$ cat config.mk
export PLATFORM = sky130hd
export DESIGN_NAME = store_buffer
export DESIGN_NICKNAME = d
export VERILOG_FILES = /design/src/rtl/store_buffer.sv
export SDC_FILE = /design/constraint.sdc
export NUM_CORES = 1
export LEC_CHECK = 0
export CAP_MARGIN = 20
export CORE_AREA = 2 2 178 180
export DETAILED_ROUTE_END_ITERATION = 16
export DIE_AREA = 0 0 180 182
export GPL_ROUTABILITY_DRIVEN = 0
export PLACE_DENSITY_LB_ADDON = 0.1
export RECOVER_POWER = 25
export SYNTH_ARGS = -nofsm -noshare
export SYNTH_HDL_FRONTEND = slang
export SYNTH_SLANG_ARGS = --single-unit
$ cat constraint.sdc
create_clock -name clk -period 19.5 [get_ports clk]
set_input_delay 4.875 -clock clk [delete_from_list [all_inputs] [get_ports clk]]
set_output_delay 4.875 -clock clk [all_outputs]
set_load 0.01 [all_outputs]
$ cat src/rtl/store_buffer.sv
// store_buffer: in-order store FIFO sharing one data-memory port with loads.
// Loads win the port unless they overlap a buffered store or the buffer is full.
module store_buffer #(
  parameter int AWIDTH = 32,
  parameter int DWIDTH = 32,
  parameter int DEPTH  = 4
) (
  input  logic                       clk,
  input  logic                       rst,
  input  logic                       st_valid_i,
  output logic                       st_ready_o,
  input  logic [AWIDTH-1:0]          st_addr_i,
  input  logic [DWIDTH-1:0]          st_data_i,
  input  logic [2:0]                 st_funct3_i,
  input  logic                       ld_valid_i,
  input  logic [AWIDTH-1:0]          ld_addr_i,
  input  logic [2:0]                 ld_funct3_i,
  output logic                       ld_stall_o,
  output logic [AWIDTH-1:0]          mem_addr_o,
  output logic [DWIDTH-1:0]          mem_data_o,
  output logic [2:0]                 mem_funct3_o,
  output logic                       mem_read_en_o,
  output logic                       mem_write_en_o,
  output logic [$clog2(DEPTH):0]     count_o,
  output logic                       empty_o
);

  localparam int PW  = $clog2(DEPTH);
  localparam int CW  = PW + 1;
  localparam int AW1 = AWIDTH + 1;

  logic [AWIDTH-1:0] addr_q [DEPTH];
  logic [DWIDTH-1:0] data_q [DEPTH];
  logic [2:0]        f3_q   [DEPTH];

  logic [PW-1:0] head_q;
  logic [PW-1:0] tail_q;
  logic [CW-1:0] count_q;

  logic full;
  logic empty;
  logic push;
  logic pop;
  logic overlap;
  logic ld_grant;
  logic drain;

  logic [PW-1:0]  off;
  logic [AW1-1:0] ld_lo;
  logic [AW1-1:0] ld_hi;
  logic [AW1-1:0] st_lo;
  logic [AW1-1:0] st_hi;

  // byte span of an access; the low two funct3 bits encode size
  function automatic logic [2:0] span_of(input logic [2:0] f);
    logic [2:0] s;
    unique case (f[1:0])
      2'b00:   s = 3'd1;
      2'b01:   s = 3'd2;
      default: s = 3'd4;
    endcase
    return s;
  endfunction

  assign full  = (count_q == CW'(DEPTH));
  assign empty = (count_q == '0);

  assign st_ready_o = !full && !rst;
  assign push       = st_valid_i && st_ready_o;

  assign count_o = count_q;
  assign empty_o = empty;

  // scan live entries for any byte shared with the load (no address wrap)
  always_comb begin
    overlap = 1'b0;
    off     = '0;
    st_lo   = '0;
    st_hi   = '0;
    ld_lo   = {1'b0, ld_addr_i};
    ld_hi   = ld_lo + AW1'(span_of(ld_funct3_i));
    for (int i = 0; i < DEPTH; i++) begin
      off   = PW'(i) - head_q;
      st_lo = {1'b0, addr_q[i]};
      st_hi = st_lo + AW1'(span_of(f3_q[i]));
      if ({1'b0, off} < count_q) begin
        if (ld_lo < st_hi && st_lo < ld_hi)
          overlap = 1'b1;
      end
    end
  end

  assign ld_stall_o = !rst && ld_valid_i && (overlap || full);
  assign ld_grant   = !rst && ld_valid_i && !ld_stall_o;
  assign drain      = !rst && !ld_grant && !empty;
  assign pop        = drain;

  // memory port mux: load, drain head, or idle zeros
  always_comb begin
    mem_addr_o     = '0;
    mem_data_o     = '0;
    mem_funct3_o   = '0;
    mem_read_en_o  = 1'b0;
    mem_write_en_o = 1'b0;
    unique case (1'b1)
      ld_grant: begin
        mem_addr_o    = ld_addr_i;
        mem_funct3_o  = ld_funct3_i;
        mem_read_en_o = 1'b1;
      end
      drain: begin
        mem_addr_o     = addr_q[head_q];
        mem_data_o     = data_q[head_q];
        mem_funct3_o   = f3_q[head_q];
        mem_write_en_o = 1'b1;
      end
      default: ;
    endcase
  end

  // entry storage written at tail on accept
  always_ff @(posedge clk) begin
    if (push) begin
      addr_q[tail_q] <= st_addr_i;
      data_q[tail_q] <= st_data_i;
      f3_q[tail_q]   <= st_funct3_i;
    end
  end

  // pointers and occupancy; reset drops every buffered store
  always_ff @(posedge clk) begin
    if (rst) begin
      head_q  <= '0;
      tail_q  <= '0;
      count_q <= '0;
    end else begin
      if (push)
        tail_q <= tail_q + 1'b1;
      if (pop)
        head_q <= head_q + 1'b1;
      count_q <= count_q + CW'(push) - CW'(pop);
    end
  end

endmodule

==> impl_metrics.env, run 1 <==
export IMPL_outcome="finished clean"
export IMPL_grt_setup_unrepaired="false"
export IMPL_nets=2197
export IMPL_rr_endpoint="count_o[2]$_SDFF_PP0_"
export IMPL_clk_pin_slew_ns=0.06
export IMPL_yosysSeqAreaShare=0.422
export IMPL_synth_main_ff_cell="edfxtp_1"
export IMPL_cts_sinks=277
export IMPL_root_buffer="clkbuf_16"
export IMPL_timing_final_crit_period_ns=16.45
export IMPL_die_area_um2=32800
export IMPL_crit_fanout=70
export IMPL_ant_nets=0
export IMPL_post_cts_repair_setup_buffers=0
export IMPL_dieHeight_um=182
export IMPL_htreeDepth=1
export IMPL_core_um2=31000
export IMPL_p_total_mw=1.98
export IMPL_crit_arrival_ns=11.57
export IMPL_synthTopCellsByCount="268 x edfxtp_1, 268 x ha_1, 107 x nand2_1"
export IMPL_final_layout_size_suffix_gt1_frac=0.0886
export IMPL_grt_max_degree=71
export IMPL_synthArstFlopShare=0
export IMPL_drv_cap=0
export IMPL_cts_buffers_inserted=29
export IMPL_grt_antenna_before_repair=8
export IMPL_synthCells=1630
export IMPL_crit_path_end_kind="output pin"
export IMPL_grt_pass1_wl_um=83600
export IMPL_hold_buffers=0
export IMPL_via_per_inst=6.49
export IMPL_critPathRequiredTime_ns=14.62
export IMPL_reg2reg_slack_ns=12.05
export IMPL_worstMarginPinSlew_ns=1.08
export IMPL_routedWlPerCell_um=24.0
export IMPL_ys_ff_latch=277
export IMPL_min_period_over_period=0.844
export IMPL_cts_tree="built"
export IMPL_min_to="tail_q[1]$_SDFFE_PP0P_"
export IMPL_yosys_warnings=0
export IMPL_rows=65
export IMPL_start_util=0.630
export IMPL_place_inst=2184
export IMPL_dieWidth_um=180
export IMPL_pin_count=181
export IMPL_grt_use_total=0.332
export IMPL_powerDensity_nw_per_um2=87.0
export IMPL_crit_type="in -> out"
export IMPL_startpoint_type="primary input"
export IMPL_maxSlewViolCount=0
export IMPL_cts_buffer_depth=3
export IMPL_vdd_drop_max_uv=86.1
export IMPL_grt_ovfl_total=0
export IMPL_syn2layout_area_growth_pct=16.9
export IMPL_worstSkewPairLatency_ns=0.59
export IMPL_max_freq_mhz=60.8
export IMPL_portBuffers=180
export IMPL_syn_nets=2010
export IMPL_setup_tns_final_ns=0
export IMPL_grt_pass1_vias=14700
export IMPL_setup_viol=0
export IMPL_syn_area_um2=19500
export IMPL_nFillCells=2100
export IMPL_holdPathStages=2
export IMPL_synth_top_area_cell="edfxtp_1"
export IMPL_area_sequential_um2=8240
export IMPL_min_from="tail_q[1]$_SDFFE_PP0P_"
export IMPL_first_pass_iters=7
export IMPL_syn_area_per_cell_um2=12.0
export IMPL_route_detailed_drc=0
export IMPL_vias=14600
export IMPL_synth_edf_count=268
export IMPL_dpl_hpwl_um=38800
export IMPL_ctsResizeCount=0
export IMPL_timing_rr_start="f3_q[1][1]$_DFFE_PP_"
export IMPL_wl_um=53900
export IMPL_total_leakage_power_nw=8.50
export IMPL_reg2reg_depth=28
export IMPL_maxSlewHeadroom=0.280
export IMPL_final_setup_skew_ns=0.0218
export IMPL_hold_viol_final=0
export IMPL_yosysTopAreaCellShare=0.412
export IMPL_ys_types=67
export IMPL_final_instance_count_excl_fill=2249
export IMPL_synthTopCellsByArea="edfxtp_1 41%, ha_1 17%, mux4_2 7.7%"
export IMPL_drt_iter0_drc=1389
export IMPL_hold_path_class="reg -> reg"
export IMPL_multi_input_area_um2=10900
## flip-flops by register name, summed over array words and instances (netlist names), named ones only
signal,flops
head_q,2
tail_q,2
data_q,128
f3_q,12
count_o,3
addr_q,128
## metrics by stage
stage                     utilization  hold slack (ns)  setup WS [ns]  instance area, µm²
after floorplan                     -            0.483           5.61               19500
after global placement          0.700            0.506           3.31               21700
after detailed placement        0.700            0.528           3.16               21700
after CTS                       0.733            0.549           3.07               22700
after global routing            0.736            0.600           2.58               22800
final                           0.737            0.546           3.05               22800
## metal layers
metal / GRT usage / vias up / wire length [µm]
li1: - / 6700 / -
met1: 0.453 / 7112 / 22700
met2: 0.520 / 655 / 24200
met3: 0.0830 / 121 / 5120
met4: 0.117 / 2 / 1890
met5: 0 / - / 13
## report_power, final
group	switching (mW)	leakage, nW	internal [mW]
logic	0.323	5.50	0.331
registers	0.0593	2.51	0.690
clock network	0.241	0.497	0.340
## final cells by class
type	instances	share of cell area
Clock inverter	17	0.00965
Antenna cell	7	0.000768
Timing Repair Buffer	189	0.0848
Multi-Input combinational cell	1247	0.476
Tap cell	402	0.0220
Clock buffer	37	0.0344
Inverter	73	0.0120
Sequential cell	277	0.361
## layout by cell type, fill, tap and decap left out, drive strengths merged, types with 7 or more instances in the layout
cell type	Yosys	layout
buf	16	9
a211oi	19	19
and3	41	41
o211ai	11	11
nor3	15	15
xor2	98	98
nand3	69	69
nor2b	44	44
a21o	38	38
edfxtp	268	268
dfxtp	9	9
o2bb2ai	35	35
clkbuf	17	37
inv	73	76
clkinv	0	10
o21a	7	7
xnor2	60	60
clkdlybuf4s50	0	139
nor2	78	78
mux4	67	67
nand2	107	107
dlygate4sd3	0	41
nand4	39	39
o21ai	48	48
ha	268	268
diode	0	7
and4	15	15
a21oi	90	90
nand2b	13	13
nor4	10	10
## critical path: stages
cell and delay, ns:
clkdlybuf4s50_1 0.57, nand2b_1 0.18, inv_1 0.06, ha_1 0.27
a21o_1 0.11, a21oi_1 0.11, nor2_1 0.17, and2_1 0.28
nand3_1 0.25, nor4_1 0.55, nand4_1 0.22, xor2_1 0.41
ha_1 0.19, and3_1 0.16, or4b_2 0.66, a211oi_1 0.29
a211oi_2 0.13, o41ai_2 0.44, or2_4 0.87, nor2b_1 0.18
clkdlybuf4s50_1 0.55
## logic make-up after synthesis
kind of cell             after synthesis  share of synthesized area
adder cells (fa/ha/maj)              274                      0.178
AND/OR/NAND/NOR                      451                      0.120
buffers and inverters                106                     0.0237
XOR/XNOR                             158                     0.0713
flip-flops                           277                      0.422
multiplexers                          67                     0.0773
AO/OA/AOI/OAI                        297                      0.108
## worst max path at each step
stage	startpoint	to	slack, ns
after CTS	ld_funct3_i[1]	mem_data_o[7]	3.07
after floorplan	ld_funct3_i[1]	mem_addr_o[18]	5.61
after detailed placement	ld_funct3_i[1]	mem_addr_o[30]	3.16
after global placement	ld_funct3_i[1]	mem_addr_o[13]	3.31
final	ld_funct3_i[1]	mem_data_o[7]	3.05
after global routing	ld_funct3_i[1]	mem_data_o[7]	2.58
Power figures use the tool's default switching activity.
==> inputs of run 2 (changes only) <==
--- a/config.mk
+++ b/config.mk
@@ -6,9 +6,9 @@
 export NUM_CORES = 1
 export LEC_CHECK = 0
 export CAP_MARGIN = 20
-export CORE_AREA = 2 2 178 180
+export CORE_AREA = 2 2 185 187
 export DETAILED_ROUTE_END_ITERATION = 16
-export DIE_AREA = 0 0 180 182
+export DIE_AREA = 0 0 187 189
 export GPL_ROUTABILITY_DRIVEN = 0
 export PLACE_DENSITY_LB_ADDON = 0.1
 export RECOVER_POWER = 25
==> constraint.sdc (replaced) <==
create_clock -name clk -period 15.55 [get_ports clk]
set_input_delay 3.8875 -clock clk [delete_from_list [all_inputs] [get_ports clk]]
set_output_delay 3.8875 -clock clk [all_outputs]
set_load 0.01 [all_outputs]
==> run 2 against run 1 <==
Effect of this change: clock power rose by 30%; count of clock-buffer cells in the layout fell by 1; via count rose by 0.30%; non-clock buffer count rose by 5; largest power group unchanged; routed wire length rose by 0.86%; setup slack worse by 2.1 ns; die area is 7.9% higher; global-route usage decreased by 2.4 points; cell count rose by 2.3%; design area increased by 0.57%; highest routed layer unchanged; total power grew 27%; utilization shrank 4.7 points; critical endpoint is now mem_addr_o[0].
==> impl_metrics.env, run 2 (synthesis results as in run 1) <==
export IMPL_placed_cell_area_um2=21800
export IMPL_reg2reg_slack_ns=8.35
export IMPL_min_from="tail_q[1]$_SDFFE_PP0P_"
export IMPL_dieWidth_um=187
export IMPL_rr_endpoint="count_o[2]$_SDFF_PP0_"
export IMPL_cts_buffer_depth=3
export IMPL_p_comb_frac=0.331
export IMPL_rows=67
export IMPL_final_util=0.690
export IMPL_grt_use_total=0.308
export IMPL_wl_um=54300
export IMPL_max_freq_mhz=68.4
export IMPL_core_um2=33300
export IMPL_worstSkewPairLatency_ns=0.59
export IMPL_routedWlPerCell_um=23.6
export IMPL_grt_max_degree=71
export IMPL_area_sequential_um2=8240
export IMPL_multi_input_area_um2=10900
export IMPL_hold_buffers=0
export IMPL_htreeDepth=1
export IMPL_timing_rr_start="f3_q[1][1]$_DFFE_PP_"
export IMPL_drv_cap=0
export IMPL_final_area_um2=23000
export IMPL_cts_sinks=277
export IMPL_timing_final_crit_period_ns=14.62
export IMPL_holdPathStages=2
export IMPL_total_leakage_power_nw=8.54
export IMPL_ctsResizeCount=0
export IMPL_p_seq_frac=0.369
export IMPL_dpl_hpwl_um=40000
export IMPL_setup_tns_final_ns=0
export IMPL_switching_share=0.310
export IMPL_min_to="tail_q[1]$_SDFFE_PP0P_"
export IMPL_first_pass_iters=6
export IMPL_startpoint_type="primary input"
export IMPL_cpPeakStageDelay_ns=0.76
export IMPL_via_per_inst=6.36
export IMPL_hold_path_class="reg -> reg"
export IMPL_crit_type="in -> out"
export IMPL_maxSlewViolCount=0
export IMPL_top_regs="addr_q: 128 flops, data_q: 128 flops, f3_q: 12 flops"
export IMPL_powerDensity_nw_per_um2=110
export IMPL_outcome="finished clean"
export IMPL_critPathRequiredTime_ns=11.66
export IMPL_pwr_share_clk=0.300
export IMPL_setup_viol=0
export IMPL_crit_fanout=19
export IMPL_grt_antenna_before_repair=8
export IMPL_die_area_um2=35300
export IMPL_vias=14600
export IMPL_pin_count=181
export IMPL_grt_pass1_vias=14400
export IMPL_final_setup_skew_ns=0.0129
export IMPL_nFillCells=2470
export IMPL_drt_iter0_drc=1271
export IMPL_crit_arrival_ns=10.73
export IMPL_grt_pass1_wl_um=83300
export IMPL_root_buffer="clkbuf_16"
export IMPL_clk_pin_slew_ns=0.06
export IMPL_cts_tree="built"
export IMPL_syn2layout_area_growth_pct=17.6
export IMPL_p_total_mw=2.53
export IMPL_route_detailed_drc=0
export IMPL_nets=2203
export IMPL_setup_slack_ns=0.930
export IMPL_worstMarginPinSlew_ns=0.920
export IMPL_vdd_drop_max_uv=117
export IMPL_p_switching_mw=0.784
export IMPL_portBuffers=180
export IMPL_worst_path_max_delay_cell="and3_2"
export IMPL_cts_buffers_inserted=30
export IMPL_p_int_mw=1.74
export IMPL_min_period_over_period=0.940
export IMPL_maxSlewHeadroom=0.386
export IMPL_crit_top_cell="a21o_1"
export IMPL_post_cts_repair_setup_buffers=0
export IMPL_final_cell_mix="268 x ha_1, 268 x edfxtp_1, 139 x clkdlybuf4s50_1, 107 x nand2_1, 98 x xor2_1"
export IMPL_start_util=0.587
export IMPL_hold_viol_final=0
export IMPL_grt_setup_unrepaired="false"
export IMPL_grt_ovfl_total=0
export IMPL_dieHeight_um=189
export IMPL_reg2reg_depth=29
export IMPL_dp_slack_ns=1.06
export IMPL_cp_cell_sequence="clkdlybuf4s50_1, nand2b_1, inv_1, ha_1, a21o_1, a21oi_1, nor2_1, and2_1, nand3_1, nor3_1, nand2_1, xor2_1, ha_1, a21o_1, a21o_1, a21oi_1, or4b_2, a211oi_1, a211oi_2, nor3_1, and3_2, buf_4, o2bb2ai_1, clkdlybuf4s50_1"
export IMPL_crit_path_end_kind="output pin"
export IMPL_ant_nets=0
export IMPL_final_layout_size_suffix_gt1_frac=0.0904
[run 2: changes by cell type in the layout (fill, tap and decap cells not counted), sizes merged]
cell	before	now
diode	7	6
bufinv	4	6
buf	9	13
clkinvlp	0	1
[run 2: per-stage QoR]
stage | hold WS (ns) | std cells
3_3_place_gp | 0.506 | 2235
5_1_grt | 0.572 | 2300
6_report | 0.533 | 2301
2_1_floorplan | 0.483 | 1630
3_5_place_dp | 0.516 | 2235
4_1_cts | 0.526 | 2291
[run 2: worst max-delay path, delay by kind of cell]
kind                       cells  cell delay (ns)
adders and majority gates      2             0.51
and+or+nand+nor                9             3.17
AOI/OAI and AO/OA              8             1.17
buffers and inverters          4             1.50
xor gates and xnor gates       1             0.46
[run 2: layer usage]
layer | share of wire | vias up | routed length [µm] | track usage
met4 | 0.036 | 8 | 1960 | 0.104
met5 | 0.00088 | - | 48 | 0
met2 | 0.44 | 646 | 24000 | 0.474
li1 | - | 6693 | - | -
met1 | 0.43 | 7167 | 23200 | 0.434
met3 | 0.094 | 120 | 5110 | 0.0677
[run 2: area by class of cell]
| class | instances | share of cell area |
|---|---|---|
| Antenna cell | 6 | 0.000654 |
| Clock buffer | 36 | 0.0337 |
| Clock inverter | 20 | 0.0124 |
| Inverter | 73 | 0.0119 |
| Multi-Input combinational cell | 1247 | 0.473 |
| Sequential cell | 277 | 0.359 |
| Tap cell | 448 | 0.0244 |
| Timing Repair Buffer | 194 | 0.0853 |
[run 2: worst max path at each step]
stage | from | to | slack, ns | depth (start not counted)
global placement | ld_funct3_i[1] | mem_addr_o[14] | 1.32 | 24
CTS | ld_funct3_i[1] | mem_addr_o[17] | 0.99 | 23
global route | ld_funct3_i[1] | mem_addr_o[0] | 0.63 | 24
floorplan | ld_funct3_i[1] | mem_addr_o[18] | 3.63 | 24
detailed placement | ld_funct3_i[1] | mem_data_o[20] | 1.06 | 23
finish | ld_funct3_i[1] | mem_addr_o[0] | 0.93 | 24
[run 2: power by group through the flow]
| stage | clock network, mW | logic, mW | registers (mW) |
|---|---|---|---|
| final | 0.757 | 0.836 | 0.932 |
| after global routing | 0.797 | 0.908 | 0.941 |
| after CTS | 0.767 | 0.816 | 0.946 |
| after detailed placement | 0 | 0.807 | 0.963 |
| after global placement | 0 | 0.789 | 0.961 |
| after floorplan | 0 | 0.527 | 0.906 |
==> inputs of run 3 (changes only) <==
--- a/config.mk
+++ b/config.mk
@@ -6,9 +6,9 @@
 export NUM_CORES = 1
 export LEC_CHECK = 0
 export CAP_MARGIN = 20
-export CORE_AREA = 2 2 185 187
+export CORE_AREA = 2 2 212 214
 export DETAILED_ROUTE_END_ITERATION = 16
-export DIE_AREA = 0 0 187 189
+export DIE_AREA = 0 0 214 216
 export GPL_ROUTABILITY_DRIVEN = 0
 export PLACE_DENSITY_LB_ADDON = 0.1
 export RECOVER_POWER = 25
==> constraint.sdc (replaced) <==
create_clock -name clk -period 15.55 [get_ports clk]
set_input_delay 3.8875 -clock clk [delete_from_list [all_inputs] [get_ports clk]]
set_output_delay 3.8875 -clock clk [all_outputs]
set_load 0.005 [all_outputs]
==> run 3 against run 2 <==
Effect of this change: sequential cell count unchanged; total power shrank 1.9%; routed wire length grew 7.7%; sequential power barely moved; hold slack got worse by 0.0060 ns; fmax grew 0.56%; clock power decreased by 2%; combinational power down 3.1%; count of clock-buffer cells in the layout rose by 2; highest routed layer unchanged.
==> impl_metrics.env, run 3 (synthesis results as in run 1) <==
export IMPL_nets=2202
export IMPL_final_cell_mix="268 x ha_1, 268 x edfxtp_1, 139 x clkdlybuf4s50_1, 107 x nand2_1, 98 x xor2_1"
export IMPL_ctsResizeCount=0
export IMPL_root_buffer="clkbuf_16"
export IMPL_setup_tns_final_ns=0
export IMPL_htreeDepth=1
export IMPL_vdd_drop_max_uv=86.6
export IMPL_via_per_inst=5.82
export IMPL_crit_top_cell="a21o_1"
export IMPL_vias=14200
export IMPL_syn2layout_area_growth_pct=18.0
export IMPL_cts_sinks=277
export IMPL_cp_cell_sequence="clkdlybuf4s50_1, nand2b_1, inv_1, ha_1, a21o_1, a21oi_1, nor2_1, and2_1, nand3_1, nor3_1, nand2_1, xor2_1, ha_1, a21o_1, a21o_1, a21oi_1, or4b_2, a211oi_1, a211oi_2, nor3_1, and3_2, buf_4, o2bb2ai_1, clkdlybuf4s50_1"
export IMPL_grt_pass1_wl_um=88400
export IMPL_cts_tree="built"
export IMPL_cts_buffers_inserted=30
export IMPL_maxSlewViolCount=0
export IMPL_final_area_um2=23000
export IMPL_placed_cell_area_um2=22000
export IMPL_routedWlPerCell_um=24.0
export IMPL_critPathRequiredTime_ns=11.66
export IMPL_outcome="finished clean"
export IMPL_crit_arrival_ns=10.65
export IMPL_hold_path_class="reg -> reg"
export IMPL_p_total_mw=2.48
export IMPL_powerDensity_nw_per_um2=108
export IMPL_pin_count=181
export IMPL_clk_pin_slew_ns=0.06
export IMPL_ant_nets=0
export IMPL_startpoint_type="primary input"
export IMPL_rows=77
export IMPL_post_cts_repair_setup_buffers=0
export IMPL_min_period_over_period=0.935
export IMPL_dieWidth_um=214
export IMPL_route_detailed_drc=0
export IMPL_die_area_um2=46200
export IMPL_cpPeakStageDelay_ns=0.71
export IMPL_drv_cap=0
export IMPL_portBuffers=180
export IMPL_wl_um=58500
export IMPL_crit_path_end_kind="output pin"
export IMPL_dpl_hpwl_um=44100
export IMPL_final_setup_skew_ns=0.0109
export IMPL_total_leakage_power_nw=8.50
export IMPL_grt_max_degree=58
export IMPL_worst_path_max_delay_cell="or4b_2"
export IMPL_first_pass_iters=5
export IMPL_grt_ovfl_total=0
export IMPL_top_regs="addr_q: 128 flops, data_q: 128 flops, f3_q: 12 flops"
export IMPL_grt_use_total=0.253
export IMPL_dieHeight_um=216
export IMPL_timing_final_crit_period_ns=14.54
export IMPL_drt_iter0_drc=1108
export IMPL_hold_viol_final=0
export IMPL_grt_antenna_before_repair=7
export IMPL_cts_buffer_depth=3
export IMPL_setup_viol=0
export IMPL_hold_buffers=0
export IMPL_final_util=0.526
export IMPL_start_util=0.445
export IMPL_maxSlewHeadroom=0.302
export IMPL_grt_setup_unrepaired="false"
export IMPL_max_freq_mhz=68.8
export IMPL_crit_fanout=19
export IMPL_final_layout_size_suffix_gt1_frac=0.0873
export IMPL_grt_pass1_vias=14300
export IMPL_crit_type="in -> out"
export IMPL_core_um2=43800
export IMPL_worstMarginPinSlew_ns=1.04
export IMPL_worstSkewPairLatency_ns=0.60
## run 3: final timing paths
| check | start | end | slack (ns) | depth (start not counted) |
|---|---|---|---|---|
| worst max register to register | f3_q[1][1]$_DFFE_PP_ | count_o[2]$_SDFF_PP0_ | 7.94 | 28 |
| worst max-delay path | ld_funct3_i[1] | mem_addr_o[16] | 1.01 | 24 |
| worst min register to register | tail_q[1]$_SDFFE_PP0P_ | tail_q[1]$_SDFFE_PP0P_ | 0.53 | 2 |
| worst min-delay path | tail_q[1]$_SDFFE_PP0P_ | tail_q[1]$_SDFFE_PP0P_ | 0.53 | 2 |
## run 3: power by group
| part | switching [mW] | total [mW] | internal (mW) | leakage [nW] |
|---|---|---|---|---|
| Combinational | 0.397 | 0.810 | 0.413 | 5.51 |
| Sequential | 0.0631 | 0.929 | 0.866 | 2.51 |
| Clock | 0.301 | 0.739 | 0.438 | 0.486 |
| Total | 0.761 | 2.48 | 1.72 | 8.50 |
## run 3: critical path, delay by kind of cell
kind / cells / cell delay, ns
compound gates: 8 / 1.13
xor+xnor: 1 / 0.38
fa+ha+maj: 2 / 0.50
buf+inv: 4 / 1.61
simple gates: 9 / 3.12
## run 3: cell type report
cell class	instances	area, µm²
Fill cell	3889	20800
Multi-Input combinational cell	1247	10900
Sequential cell	277	8240
Timing Repair Buffer	193	1910
Clock buffer	38	781
Tap cell	592	741
Inverter	73	274
Clock inverter	17	238
Antenna cell	3	7.51
## run 3: through the flow
step,std cells,worst slack [ns],hold slack (ns)
2_1_floorplan,1630,3.69,0.483
3_3_place_gp,2382,1.27,0.507
3_5_place_dp,2382,1.16,0.517
4_1_cts,2437,1.14,0.529
5_1_grt,2437,0.576,0.574
6_report,2440,1.01,0.527
## run 3: per-layer routing
metal	global-route usage	wire length (µm)
met1	0.354	26800
met2	0.397	25800
met3	0.0568	4070
met4	0.0674	1790
met5	0	55
==> edit: new RTL, flow settings as in run 2 <==
Set the parameter `AWIDTH` to 16 (it was 32).
--- a/src/rtl/store_buffer.sv
+++ b/src/rtl/store_buffer.sv
@@ -1,7 +1,7 @@
 // store_buffer: in-order store FIFO sharing one data-memory port with loads.
 // Loads win the port unless they overlap a buffered store or the buffer is full.
 module store_buffer #(
-  parameter int AWIDTH = 32,
+  parameter int AWIDTH = 16,
   parameter int DWIDTH = 32,
   parameter int DEPTH  = 4
 ) (
Interface: changed (resized ld_addr_i, mem_addr_o and st_addr_i); port bits go from 181 to 133. The function was not compared with the original's and may differ.
==> edit against run 2 <==
Total power is 26% lower. Sequential share of layout area up 5.5 points. Area after synthesis fell by 35%. Sequential cell count down 64. Routed wire length down 39%. Cell area decreased by 34%. Worst setup slack better by 0.85 ns. Clock power down 28%.
==> edit: results (changes against run 2) <==
- Status: complete, no violations
- Largest net degree at the start of global routing: 52 (-27%)
- Worst r2r path cells: 23 (-21%)
- Crit-path leading delay family: simple AND/OR/NAND/NOR gates
- First-pass GRT wire length: 50.2 mm (-40%)
- Static leakage: 5.46 nW (-36%)
- Synthesized instance count: 936 (-43%)
- Avg WL per Cell: 21.4 µm (-9.3%)
- Max incr delay on CP: 0.66 ns (-0.10 ns)
- Hold depth: 2 (unchanged)
- First-pass DRT Iterations: 4 (-2)
- H-tree depth: 1 (unchanged)
- Flop-to-flop setup slack: 9.50 ns (+1.15 ns)
- HP Class: flip-flop to flip-flop
- N_diodes: 0 (-6)
- EDFF count, synth: 204 (-24%)
- Post-Place Cell Area: 14,500 µm² (-34%)
- Headroom to the max-slew limit: 43.5% (+4.9 points)
- CTS resizes: 0 (unchanged)
- Share of cells above drive strength 1: 10.5% (+1.5 points)
- Crit-path max FO: 13 (-6)
- Maximum VDD drop: 83.7 µV (-29%)
- All-Layer GR Usage: 18.6% (-12 points)
- Non-filler cells, final: 1,539 (-33%)
- Inserted Clock Buffers: 23 (-23%)
- DR iter-0 viols: 468 (-63%)
- CP arrival: 9.88 ns (-0.85 ns)
- Async set-or-reset flop fraction in the synthesized netlist: 0% (unchanged)
- Yosys warnings: 0 (unchanged)
- Number of global-route vias before repair: 8,631 (-40%)
- Port Buffer Count: 132 (-27%)
- Distinct cells, synth: 57 (-15%)
- DPL Wire Length: 24.4 mm (-39%)
- Synth Flop Type: edfxtp_1
- Leading post-synthesis cells by cell area: edfxtp_1 (48%), ha_1 (14%), mux4_2 (9.1%), xor2_1 (2.6%), xnor2_1 (2.4%)
- Clk pin slew, worst setup/hold paths: 0.06 ns (about the same)
- Initial antenna violation count: 3 (-5)
- Max reg flops: between 100 and 150
- Largest registers: data_q x128, addr_q x64, f3_q x12
- Worst skew pair latency: 0.51 ns (-0.08 ns)
- Sequential area share after synthesis: 49.9% (+7.7 points)
- Syn Nets: 1,157 (-42%)
- Clock Tree Buf Depth: 3 (unchanged)
- Root Driver: clkbuf_16
- Layout Nets: 1,299 (-41%)
- Synth cell count leaders: edfxtp_1 (204), ha_1 (141), mux4_2 (51)
- Slowest cell on the critical path: and2_1
- Clock skew: 0.0108 ns (-0.00205 ns)
- Mean number of vias per cell: 5.35 (-16%)
- Setup bufs post-CTS: 0 (unchanged)
-- edit: power breakdown --
part / internal, W / switching [W]
sequential: 0.000667 / 0.0000407
clock: 0.000335 / 0.000209
combinational: 0.000316 / 0.000296
-- edit: final cells by class --
class | instances | area, µm²
fill | 3040 | 18000
sequential | 213 | 6310
multi-input combinational | 673 | 6120
timing repair buffer | 140 | 1400
clock buffer | 28 | 594
tap | 448 | 561
clock inverter | 10 | 148
inverter | 27 | 101
-- edit: cells by family after synthesis --
logic type,synth area share [%]
simple gates,9.94
flops,49.9
compound gates,9.01
fa+ha+maj,15.0
xor+xnor,5.06
mux,9.35
buf+inv,1.79
-- edit: worst reg2reg max path: stages (launching register included) --
cell and delay (ns):
edfxtp_1 0.48, nor2_1 0.14, ha_1 0.19, fa_1 0.21
a21oi_1 0.10, nor3b_1 0.38, and2_1 0.29, and4_1 0.26
nand3_1 0.10, xor2_1 0.16, ha_1 0.32, a21oi_1 0.17
o21ai_0 0.12, a2111oi_0 0.48, a211oi_1 0.18, a211oi_2 0.29
a2111oi_4 0.09, a211oi_4 0.65, buf_12 0.29, ha_1 0.28
inv_1 0.05, ha_1 0.16, fa_1 0.40, nor2b_1 0.14
-- edit: worst paths after layout --
| path | startpoint | end |
|---|---|---|
| min reg2reg | tail_q[1] | tail_q[1] |
| max | ld_funct3_i[1] | mem_addr_o[7] |
| min | tail_q[1] | tail_q[1] |
| max reg2reg | f3_q[3][1] | count_o[1] |
-- edit: layer usage --
layer	share of wire, %	GRT usage (%)
met2	47	31.6
met3	5.5	3.78
met1	45	24.3
met5	0.12	0
met4	2.2	5.07
-- edit: through the flow --
| step | total power [W] | setup slack (ns) | hold slack (ns) |
|---|---|---|---|
| 6_report | 0.00186 | 1.78 | 0.564 |
| 3_3_place_gp | 0.00134 | 1.70 | 0.542 |
| 4_1_cts | 0.00189 | 1.86 | 0.567 |
| 3_5_place_dp | 0.00134 | 1.89 | 0.558 |
| 2_1_floorplan | 0.00108 | 3.83 | 0.506 |
| 5_1_grt | 0.00196 | 1.43 | 0.592 |
